[config.mk]
export PLATFORM = sky130hd
export DESIGN_NAME = bf_loader
export DESIGN_NICKNAME = d
export VERILOG_FILES = /design/src/rtl/bf_loader.sv
export SDC_FILE = /design/constraint.sdc
export NUM_CORES = 1
export LEC_CHECK = 0
export ABC_AREA = 1
export BUFFER_PORTS_ARGS = -buffer_cell sky130_fd_sc_hd__clkbuf_2
export CAP_MARGIN = 10
export CORE_UTILIZATION = 40
export CTS_CLUSTER_DIAMETER = 100
export CTS_CLUSTER_SIZE = 16
export DETAILED_ROUTE_END_ITERATION = 10
export GPL_TIMING_DRIVEN = 0
export PLACE_DENSITY = 0.53
export SLEW_MARGIN = 30
export SYNTH_ARGS = -nofsm -noshare
export SYNTH_HDL_FRONTEND = slang
export SYNTH_SLANG_ARGS = --single-unit
[constraint.sdc]
create_clock -name clk -period 5.12 [get_ports clk]
set_clock_uncertainty 0.05 [all_clocks]
set_input_delay 0.512 -clock clk [delete_from_list [all_inputs] [get_ports clk]]
set_output_delay 0.512 -clock clk [all_outputs]
set_load 0.03 [all_outputs]
[src/rtl/bf_loader.sv]
// bf_loader: streams Brainfuck source text into encoded code memory bytes.
//
// Merges runs of +/- and </> into single signed-delta bytes, encodes the
// single-byte commands, and emits '[' as a two-byte forward jump whose
// offset is back-patched when the matching ']' is seen.
//
// Ports
//   clk, resetq             clock, asynchronous active-low reset
//   in_valid/in_ready       source character handshake (transfer at posedge)
//   in_data, in_last        ASCII character, final-character marker
//   code_wr/waddr/wdata     registered code memory write port
//   done, error             sticky completion / rejection flags
//   prog_len                next free code address (bytes emitted so far)
//
// state        | meaning
// -------------+---------------------------------------------------------
// ACCEPT       | taking characters; first byte of any output written here
// FLUSH        | bubble after a run split; writes the new run if it was last
// EMIT         | write the held command byte after a pending run flush
// BR_LO        | write zero low byte of '[' and push its address
// CL_PATCH_HI  | patch high byte of the matching '[' with the offset
// CL_PATCH_LO  | patch low byte of the matching '[' with the offset
// DONE         | program fully emitted
// ERROR        | program rejected, no further writes
module bf_loader #(
  parameter int CADDR_WIDTH = 13,
  parameter int SDEPTH      = 5
) (
  input  logic                   clk,
  input  logic                   resetq,
  input  logic                   in_valid,
  output logic                   in_ready,
  input  logic [7:0]             in_data,
  input  logic                   in_last,
  output logic                   code_wr,
  output logic [CADDR_WIDTH-1:0] code_waddr,
  output logic [7:0]             code_wdata,
  output logic                   done,
  output logic                   error,
  output logic [CADDR_WIDTH-1:0] prog_len
);

  typedef enum logic [2:0] {
    ACCEPT, FLUSH, EMIT, BR_LO, CL_PATCH_HI, CL_PATCH_LO, DONE, ERROR
  } state_t;

  typedef enum logic [1:0] {K_DOT, K_COMMA, K_OPEN, K_CLOSE} kind_t;

  localparam int SENTRIES = 2**SDEPTH;
  localparam logic [SDEPTH:0] DEPTH_FULL = {1'b1, {SDEPTH{1'b0}}};

  state_t state, state_nxt;

  // Character decode
  logic  is_pm, is_lr, is_run, is_cmd, c_up;
  kind_t c_kind;

  // Pending run: run_cls=1 for +/-, 0 for </>; run_d is a 6-bit two's complement delta
  logic       run_cls, run_cls_n;
  logic [5:0] run_d, run_d_n, step, run_sum;
  logic       pend, sat;
  logic [7:0] run_byte;

  // Command held across the flush/emit sequence
  kind_t cmd_q;
  logic  last_q, hold_ld;

  // Bracket stack of second-byte addresses of open '['
  logic [CADDR_WIDTH-1:0] stk [SENTRIES];
  logic [SDEPTH:0]        depth;
  logic [SDEPTH-1:0]      top_idx;
  logic [CADDR_WIDTH-1:0] top;
  logic                   stk_empty, stk_full, push, pop;

  // Patch target and offset for the ']' in progress
  logic [CADDR_WIDTH-1:0] s_q, off_q;
  logic [12:0]            off13;

  logic                   xfer, addr_full, bad_cmd, last_unbal;
  logic                   wr_en, len_inc;
  logic [CADDR_WIDTH-1:0] wr_addr;
  logic [7:0]             wr_byte;

  function automatic logic [7:0] cmd_byte(input kind_t k);
    case (k)
      K_DOT:   cmd_byte = 8'hE0;
      K_COMMA: cmd_byte = 8'hC0;
      K_OPEN:  cmd_byte = 8'hA0;
      default: cmd_byte = 8'h80;
    endcase
  endfunction

  function automatic state_t after_cmd(input kind_t k, input logic last);
    case (k)
      K_OPEN:  after_cmd = BR_LO;
      K_CLOSE: after_cmd = CL_PATCH_HI;
      default: after_cmd = last ? DONE : ACCEPT;
    endcase
  endfunction

  always_comb begin
    is_pm  = 1'b0;
    is_lr  = 1'b0;
    c_up   = 1'b0;
    is_cmd = 1'b0;
    c_kind = K_DOT;
    case (in_data)
      8'h2B: begin is_pm = 1'b1; c_up = 1'b1; end
      8'h2D: is_pm = 1'b1;
      8'h3E: begin is_lr = 1'b1; c_up = 1'b1; end
      8'h3C: is_lr = 1'b1;
      8'h2E: begin is_cmd = 1'b1; c_kind = K_DOT;   end
      8'h2C: begin is_cmd = 1'b1; c_kind = K_COMMA; end
      8'h5B: begin is_cmd = 1'b1; c_kind = K_OPEN;  end
      8'h5D: begin is_cmd = 1'b1; c_kind = K_CLOSE; end
      default: ;
    endcase
  end

  assign is_run    = is_pm | is_lr;
  assign step      = c_up ? 6'h01 : 6'h3F;
  assign run_sum   = run_d + step;
  assign pend      = |run_d;
  assign sat       = pend && (run_cls == is_pm) &&
                     (c_up ? (run_d == 6'h1F) : (run_d == 6'h20));
  assign run_byte  = {1'b0, run_cls, run_d};

  assign xfer      = in_valid && in_ready;
  assign addr_full = &prog_len;
  assign stk_empty = (depth == '0);
  assign stk_full  = (depth == DEPTH_FULL);
  assign top_idx   = SDEPTH'(depth - 1'b1);
  assign top       = stk[top_idx];
  assign off13     = 13'(off_q);
  assign bad_cmd   = is_cmd && ((c_kind == K_CLOSE && stk_empty) ||
                                (c_kind == K_OPEN  && stk_full));
  // Stack depth after this character would be non-zero at end of program
  assign last_unbal = (is_cmd && c_kind == K_OPEN) ? 1'b1 :
                      (is_cmd && c_kind == K_CLOSE) ? (depth != DEPTH_FULL'(1)) :
                      !stk_empty;

  always_ff @(posedge clk or negedge resetq) begin
    if (!resetq) state <= ACCEPT;
    else         state <= state_nxt;
  end

  always_comb begin
    state_nxt = state;
    wr_en     = 1'b0;
    wr_addr   = prog_len;
    wr_byte   = 8'h00;
    len_inc   = 1'b0;
    run_cls_n = run_cls;
    run_d_n   = run_d;
    hold_ld   = 1'b0;
    push      = 1'b0;
    pop       = 1'b0;
    case (state)
      ACCEPT: begin
        if (xfer) begin
          hold_ld = 1'b1;
          if (bad_cmd || (in_last && last_unbal)) begin
            state_nxt = ERROR;
          end else if (is_run) begin
            if (pend && (run_cls != is_pm || sat)) begin
              // split: old run written now, new run seeded at +/-1
              if (addr_full) state_nxt = ERROR;
              else begin
                wr_en     = 1'b1;
                wr_byte   = run_byte;
                len_inc   = 1'b1;
                run_cls_n = is_pm;
                run_d_n   = step;
                if (sat || in_last) state_nxt = FLUSH;
              end
            end else begin
              run_cls_n = is_pm;
              run_d_n   = run_sum;
              if (in_last) begin
                run_d_n = '0;
                if (run_sum == '0) state_nxt = DONE;
                else if (addr_full) state_nxt = ERROR;
                else begin
                  wr_en     = 1'b1;
                  wr_byte   = {1'b0, is_pm, run_sum};
                  len_inc   = 1'b1;
                  state_nxt = DONE;
                end
              end
            end
          end else if (is_cmd) begin
            if (addr_full) state_nxt = ERROR;
            else if (pend) begin
              wr_en     = 1'b1;
              wr_byte   = run_byte;
              len_inc   = 1'b1;
              run_d_n   = '0;
              state_nxt = EMIT;
            end else begin
              wr_en     = 1'b1;
              wr_byte   = cmd_byte(c_kind);
              len_inc   = 1'b1;
              pop       = (c_kind == K_CLOSE);
              state_nxt = after_cmd(c_kind, in_last);
            end
          end else if (in_last) begin
            if (!pend) state_nxt = DONE;
            else if (addr_full) state_nxt = ERROR;
            else begin
              wr_en     = 1'b1;
              wr_byte   = run_byte;
              len_inc   = 1'b1;
              run_d_n   = '0;
              state_nxt = DONE;
            end
          end
        end
      end
      FLUSH: begin
        if (!last_q) state_nxt = ACCEPT;
        else if (addr_full) state_nxt = ERROR;
        else begin
          wr_en     = 1'b1;
          wr_byte   = run_byte;
          len_inc   = 1'b1;
          run_d_n   = '0;
          state_nxt = DONE;
        end
      end
      EMIT: begin
        if (addr_full) state_nxt = ERROR;
        else begin
          wr_en     = 1'b1;
          wr_byte   = cmd_byte(cmd_q);
          len_inc   = 1'b1;
          pop       = (cmd_q == K_CLOSE);
          state_nxt = after_cmd(cmd_q, last_q);
        end
      end
      BR_LO: begin
        if (addr_full) state_nxt = ERROR;
        else begin
          wr_en     = 1'b1;
          wr_byte   = 8'h00;
          len_inc   = 1'b1;
          push      = 1'b1;
          state_nxt = ACCEPT;
        end
      end
      CL_PATCH_HI: begin
        wr_en     = 1'b1;
        wr_addr   = s_q - CADDR_WIDTH'(1);
        wr_byte   = {3'b101, off13[12:8]};
        state_nxt = CL_PATCH_LO;
      end
      CL_PATCH_LO: begin
        wr_en     = 1'b1;
        wr_addr   = s_q;
        wr_byte   = off13[7:0];
        state_nxt = last_q ? DONE : ACCEPT;
      end
      DONE:  state_nxt = DONE;
      ERROR: state_nxt = ERROR;
      default: state_nxt = ERROR;
    endcase
  end

  always_comb begin
    in_ready = resetq && (state == ACCEPT);
    done     = (state == DONE);
    error    = (state == ERROR);
  end

  always_ff @(posedge clk or negedge resetq) begin
    if (!resetq) begin
      code_wr    <= 1'b0;
      code_waddr <= '0;
      code_wdata <= '0;
      prog_len   <= '0;
      run_cls    <= 1'b0;
      run_d      <= '0;
      cmd_q      <= K_DOT;
      last_q     <= 1'b0;
      depth      <= '0;
      s_q        <= '0;
      off_q      <= '0;
    end else begin
      code_wr <= wr_en;
      if (wr_en) begin
        code_waddr <= wr_addr;
        code_wdata <= wr_byte;
      end
      if (len_inc) prog_len <= prog_len + CADDR_WIDTH'(1);
      run_cls <= run_cls_n;
      run_d   <= run_d_n;
      if (hold_ld) begin
        cmd_q  <= c_kind;
        last_q <= in_last;
      end
      if (push) depth <= depth + 1'b1;
      if (pop) begin
        // ']' lands at prog_len; jump target is the address after it
        depth <= depth - 1'b1;
        s_q   <= top;
        off_q <= prog_len + CADDR_WIDTH'(1) - top;
      end
    end
  end

  // Stack storage needs no reset: depth alone defines what is valid
  always_ff @(posedge clk) begin
    if (push) stk[SDEPTH'(depth)] <= prog_len;
  end

endmodule

==> results.cfg <==
[sta]
finalWorstPathRequiredPeriod_ps = 4837
fmax_ghz = 0.2067
hold_violations = 0
rsz0062_at_grt = no
worstMarginPinSlew_ps = 924.9
finalCritPeriodShare_pct = 94.47
maxSlewViolCount = 0
maxSlewHeadroom_pct = 38.27
setup_viol = 0

[synthesis]
syn_area_per_cell_um2 = 10.83
synth_nets = 2094
ys_ff_latch = 496
ys_seq_area_share_pct = 65.07
synthDistinctLibCells = 48
ys_warn_count = 0
syn_inst = 2056
synth_area_um2 = 22270

[clock_network]
clock-sinks = 496
clk_latency_ps = 590
clock_path_buffers = 3
clockRootBuffer = clkbuf_16
clkTransAtPathRegs_ps = 80
numCtsBuffers = 37
cts_tree = built
h-tree-depth = 2

[worst_setup_path]
crit_required_ps = 5530
end_kind = flop
start_kind = flop
path_max_fanout = 19
arrival_ps = 5250
path_class = reg -> reg

[global_routing]
antenna_found_initial = 0
grt_overflow = 0
grt_max_degree = 58
grt_pass1_vias = 16010
grt_pass1_wl_um = 104900
gr-usage-all-layers_pct = 25.33

[layout]
nNetsFinal = 2214
area_delta_synth_final_pct = 13.44
multiInputGateArea_um2 = 6910
final_area_um2 = 25270
fill_cells = 5196
seqCellArea_um2 = 14510
drive_gt1_share_pct = 13.12
diodes = 0

[placement]
dp_hpwl_um = 50400
portBuffers = 49
gp_congestion = 0.9448
dpl-instance-area_um2 = 24050

[drt]
vias_per_cell = 5.640
drt-pass1-iter-count = 5
drt_iter0_markers = 1736
wl_um = 71650
post_drt_wl_per_cell_um = 24.41
ant_nets = 0
route.detailed.drc = 0
dr_total_vias = 16550

[floorplan]
num_io_pins = 50
die_h_um = 238.0
rows = 86
fp.dieW_um = 238.0
die_area_um2 = 56630
start_util_pct = 40.43
core_um2 = 55090

[pwr]
leakage_nw = 8.861
power_per_cell_area_nw_per_um2 = 615.5
combPwrFrac_pct = 51.0
power.total_w = 0.01555
switching_power_w = 0.007340
peakVddDrop_mv = 0.2822
swShare_pct = 47.20
clkPwrFrac_pct = 18.0
seqPwrFrac_pct = 31.0
intPower_w = 0.008212

[flow_run]
max-cap-violations = 0

[run_status]
run_status = finished clean

[hold_path]
min_path_type = in -> reg
## layout make-up
class	instances	share of cell area, %
buffer	111	2.332
timing repair buffer	82	2.976
sequential	496	57.43
multi-input combinational	1308	27.35
clock inverter	4	0.2377
tap	748	3.704
clock buffer	46	3.882
inverter	140	2.085
## synthesized netlist by cell type, drive strengths merged
library cell | instances | share of area [%]
a211oi | 1 | 0.034
a21oi | 35 | 0.80
a22oi | 1 | 0.034
a31oi | 1 | 0.028
and2 | 1 | 0.028
buf | 47 | 1.2
clkbuf | 65 | 1.1
clkinv | 3 | 0.056
dfrtp | 80 | 9.0
edfxtp | 416 | 56
fa | 2 | 0.18
ha | 24 | 1.3
inv | 137 | 2.3
nand2 | 289 | 5.0
nand3 | 113 | 2.6
nand3b | 2 | 0.067
nand4 | 15 | 0.42
nor2 | 314 | 5.4
nor3 | 15 | 0.51
nor3b | 1 | 0.034
o2111ai | 1 | 0.039
o211ai | 58 | 2.0
o21a | 1 | 0.034
o21ai | 289 | 6.5
o21bai | 1 | 0.034
o221ai | 72 | 2.8
o22ai | 39 | 1.1
o31ai | 2 | 0.067
or2 | 4 | 0.11
xnor2 | 5 | 0.20
xor2 | 22 | 0.93
## worst max-delay path, stage by stage (launching register included)
cell and delay, ps:
dfrtp_2 480, inv_1 140, buf_8 200, buf_6 210, ha_1 250, buf_2 220, inv_1 150, buf_6 190
clkbuf_8 190, o21ai_0 90, o221ai_1 250, o211ai_1 230, nand2_1 210, nand2_1 90, o21ai_2 120, inv_1 70
ha_1 350, a21oi_1 140, nand2_1 100, nand2_1 100, nand2_1 70, a21oi_1 190, o21ai_1 140, a21oi_1 190
xor2_1 190, o21ai_0 90
## power groups by stage
stage | clock network [W] | logic (W) | registers, W
after floorplan | 0 | 0.00439 | 0.00496
after global placement | 0 | 0.00736 | 0.00497
after detailed placement | 0 | 0.00754 | 0.00490
after CTS | 0.00285 | 0.00770 | 0.00481
after global routing | 0.00297 | 0.00853 | 0.00484
final | 0.00280 | 0.00794 | 0.00481
## cells by family (layout without fill, tap and decap cells)
group	count (synthesis)	after routing	synth area share, %
AND/OR/NAND/NOR	754	754	14.20
AO/OA/AOI/OAI	501	501	13.45
flip-flops	496	496	65.07
buffers and inverters	252	383	4.629
XOR/XNOR	27	27	1.129
adder cells (fa/ha/maj)	26	26	1.528
## layout by cell type, fill, tap and decap left out, types with 4 or more instances in the layout
cell       instances
o221ai_1          70
edfxtp_1         416
nor3_1            10
clkbuf_4           7
xor2_1            20
buf_6             17
xnor2_1            5
o211ai_1          58
clkbuf_2          61
inv_2              9
nor2_2            33
or2_2              4
nor2_4             4
o21ai_1           29
inv_1            128
clkbuf_16         38
nand3_1          110
o21ai_0          255
dfrtp_1           66
nand2_1          278
buf_16             5
buf_2             31
buf_8              7
nand2_2           10
o22ai_1           39
ha_1              24
dfrtp_2           14
nor2_1           277
clkbuf_1          50
buf_4             13
buf_12             4
a21oi_1           33
nand4_1           15
o21ai_2            5
## flip-flops by register name, summed over array words and instances (netlist names), 2 cells and up
| name | flops |
|---|---|
| off13 | 13 |
| depth | 6 |
| run_d | 6 |
| stk | 416 |
| code_wdata | 8 |
| code_waddr | 13 |
| prog_len | 13 |
| cmd_q | 2 |
| state | 3 |
| s_q | 13 |
## path summary, 6_finish.rpt
path / start / endpoint / slack [ps] / depth (start not counted)
min: in_valid / cmd_q[0]$_DFFE_PN0P_ / 260 / 4
min reg2reg: off13[12]$_DFFE_PN0P_ / off13[12]$_DFFE_PN0P_ / 450 / 2
min in group asynchronous: resetq / code_wr$_DFF_PN0_ / 320 / 2
max: depth[0]$_DFFE_PN0P_ / off13[9]$_DFFE_PN0P_ / 280 / 25
max in group asynchronous: resetq / depth[0]$_DFFE_PN0P_ / 4120 / 3
max reg2reg: depth[0]$_DFFE_PN0P_ / off13[9]$_DFFE_PN0P_ / 280 / 25
## layer usage
layer | global-route usage [%] | part of all wire, %
met4 | 9.615 | 3.4
met2 | 40.50 | 46
met5 | 0 | 0
met1 | 35.48 | 44
met3 | 2.962 | 6.7
## per-stage QoR
stage | setup WS (ps) | setup TNS [ps] | cells | utilization [%] | hold slack, ps
after CTS | 2.945 | 0 | 2935 | 45.71 | 230.7
final | 283.0 | 0 | 2935 | 45.86 | 261.9
after global routing | 7.011 | 0 | 2935 | 45.86 | 268.2
after global placement | -922.3 | -14250 | 2853 | 42.57 | 423.6
after floorplan | 951.0 | 0 | 2056 | - | 166.4
after detailed placement | -884.1 | -6293 | 2884 | 43.66 | 363.6
## repair_timing
action | 4_1_cts | 5_1_grt
setup buffers | 0 | 1
endpoints found under the hold margin | 24 | 0
pin swaps | 3 | 6
endpoints found under the setup margin | 12 | 6
resized for setup | 37 | 31
hold buffers | 1 | 0
No activity file was read; power rests on OpenSTA's default activity.
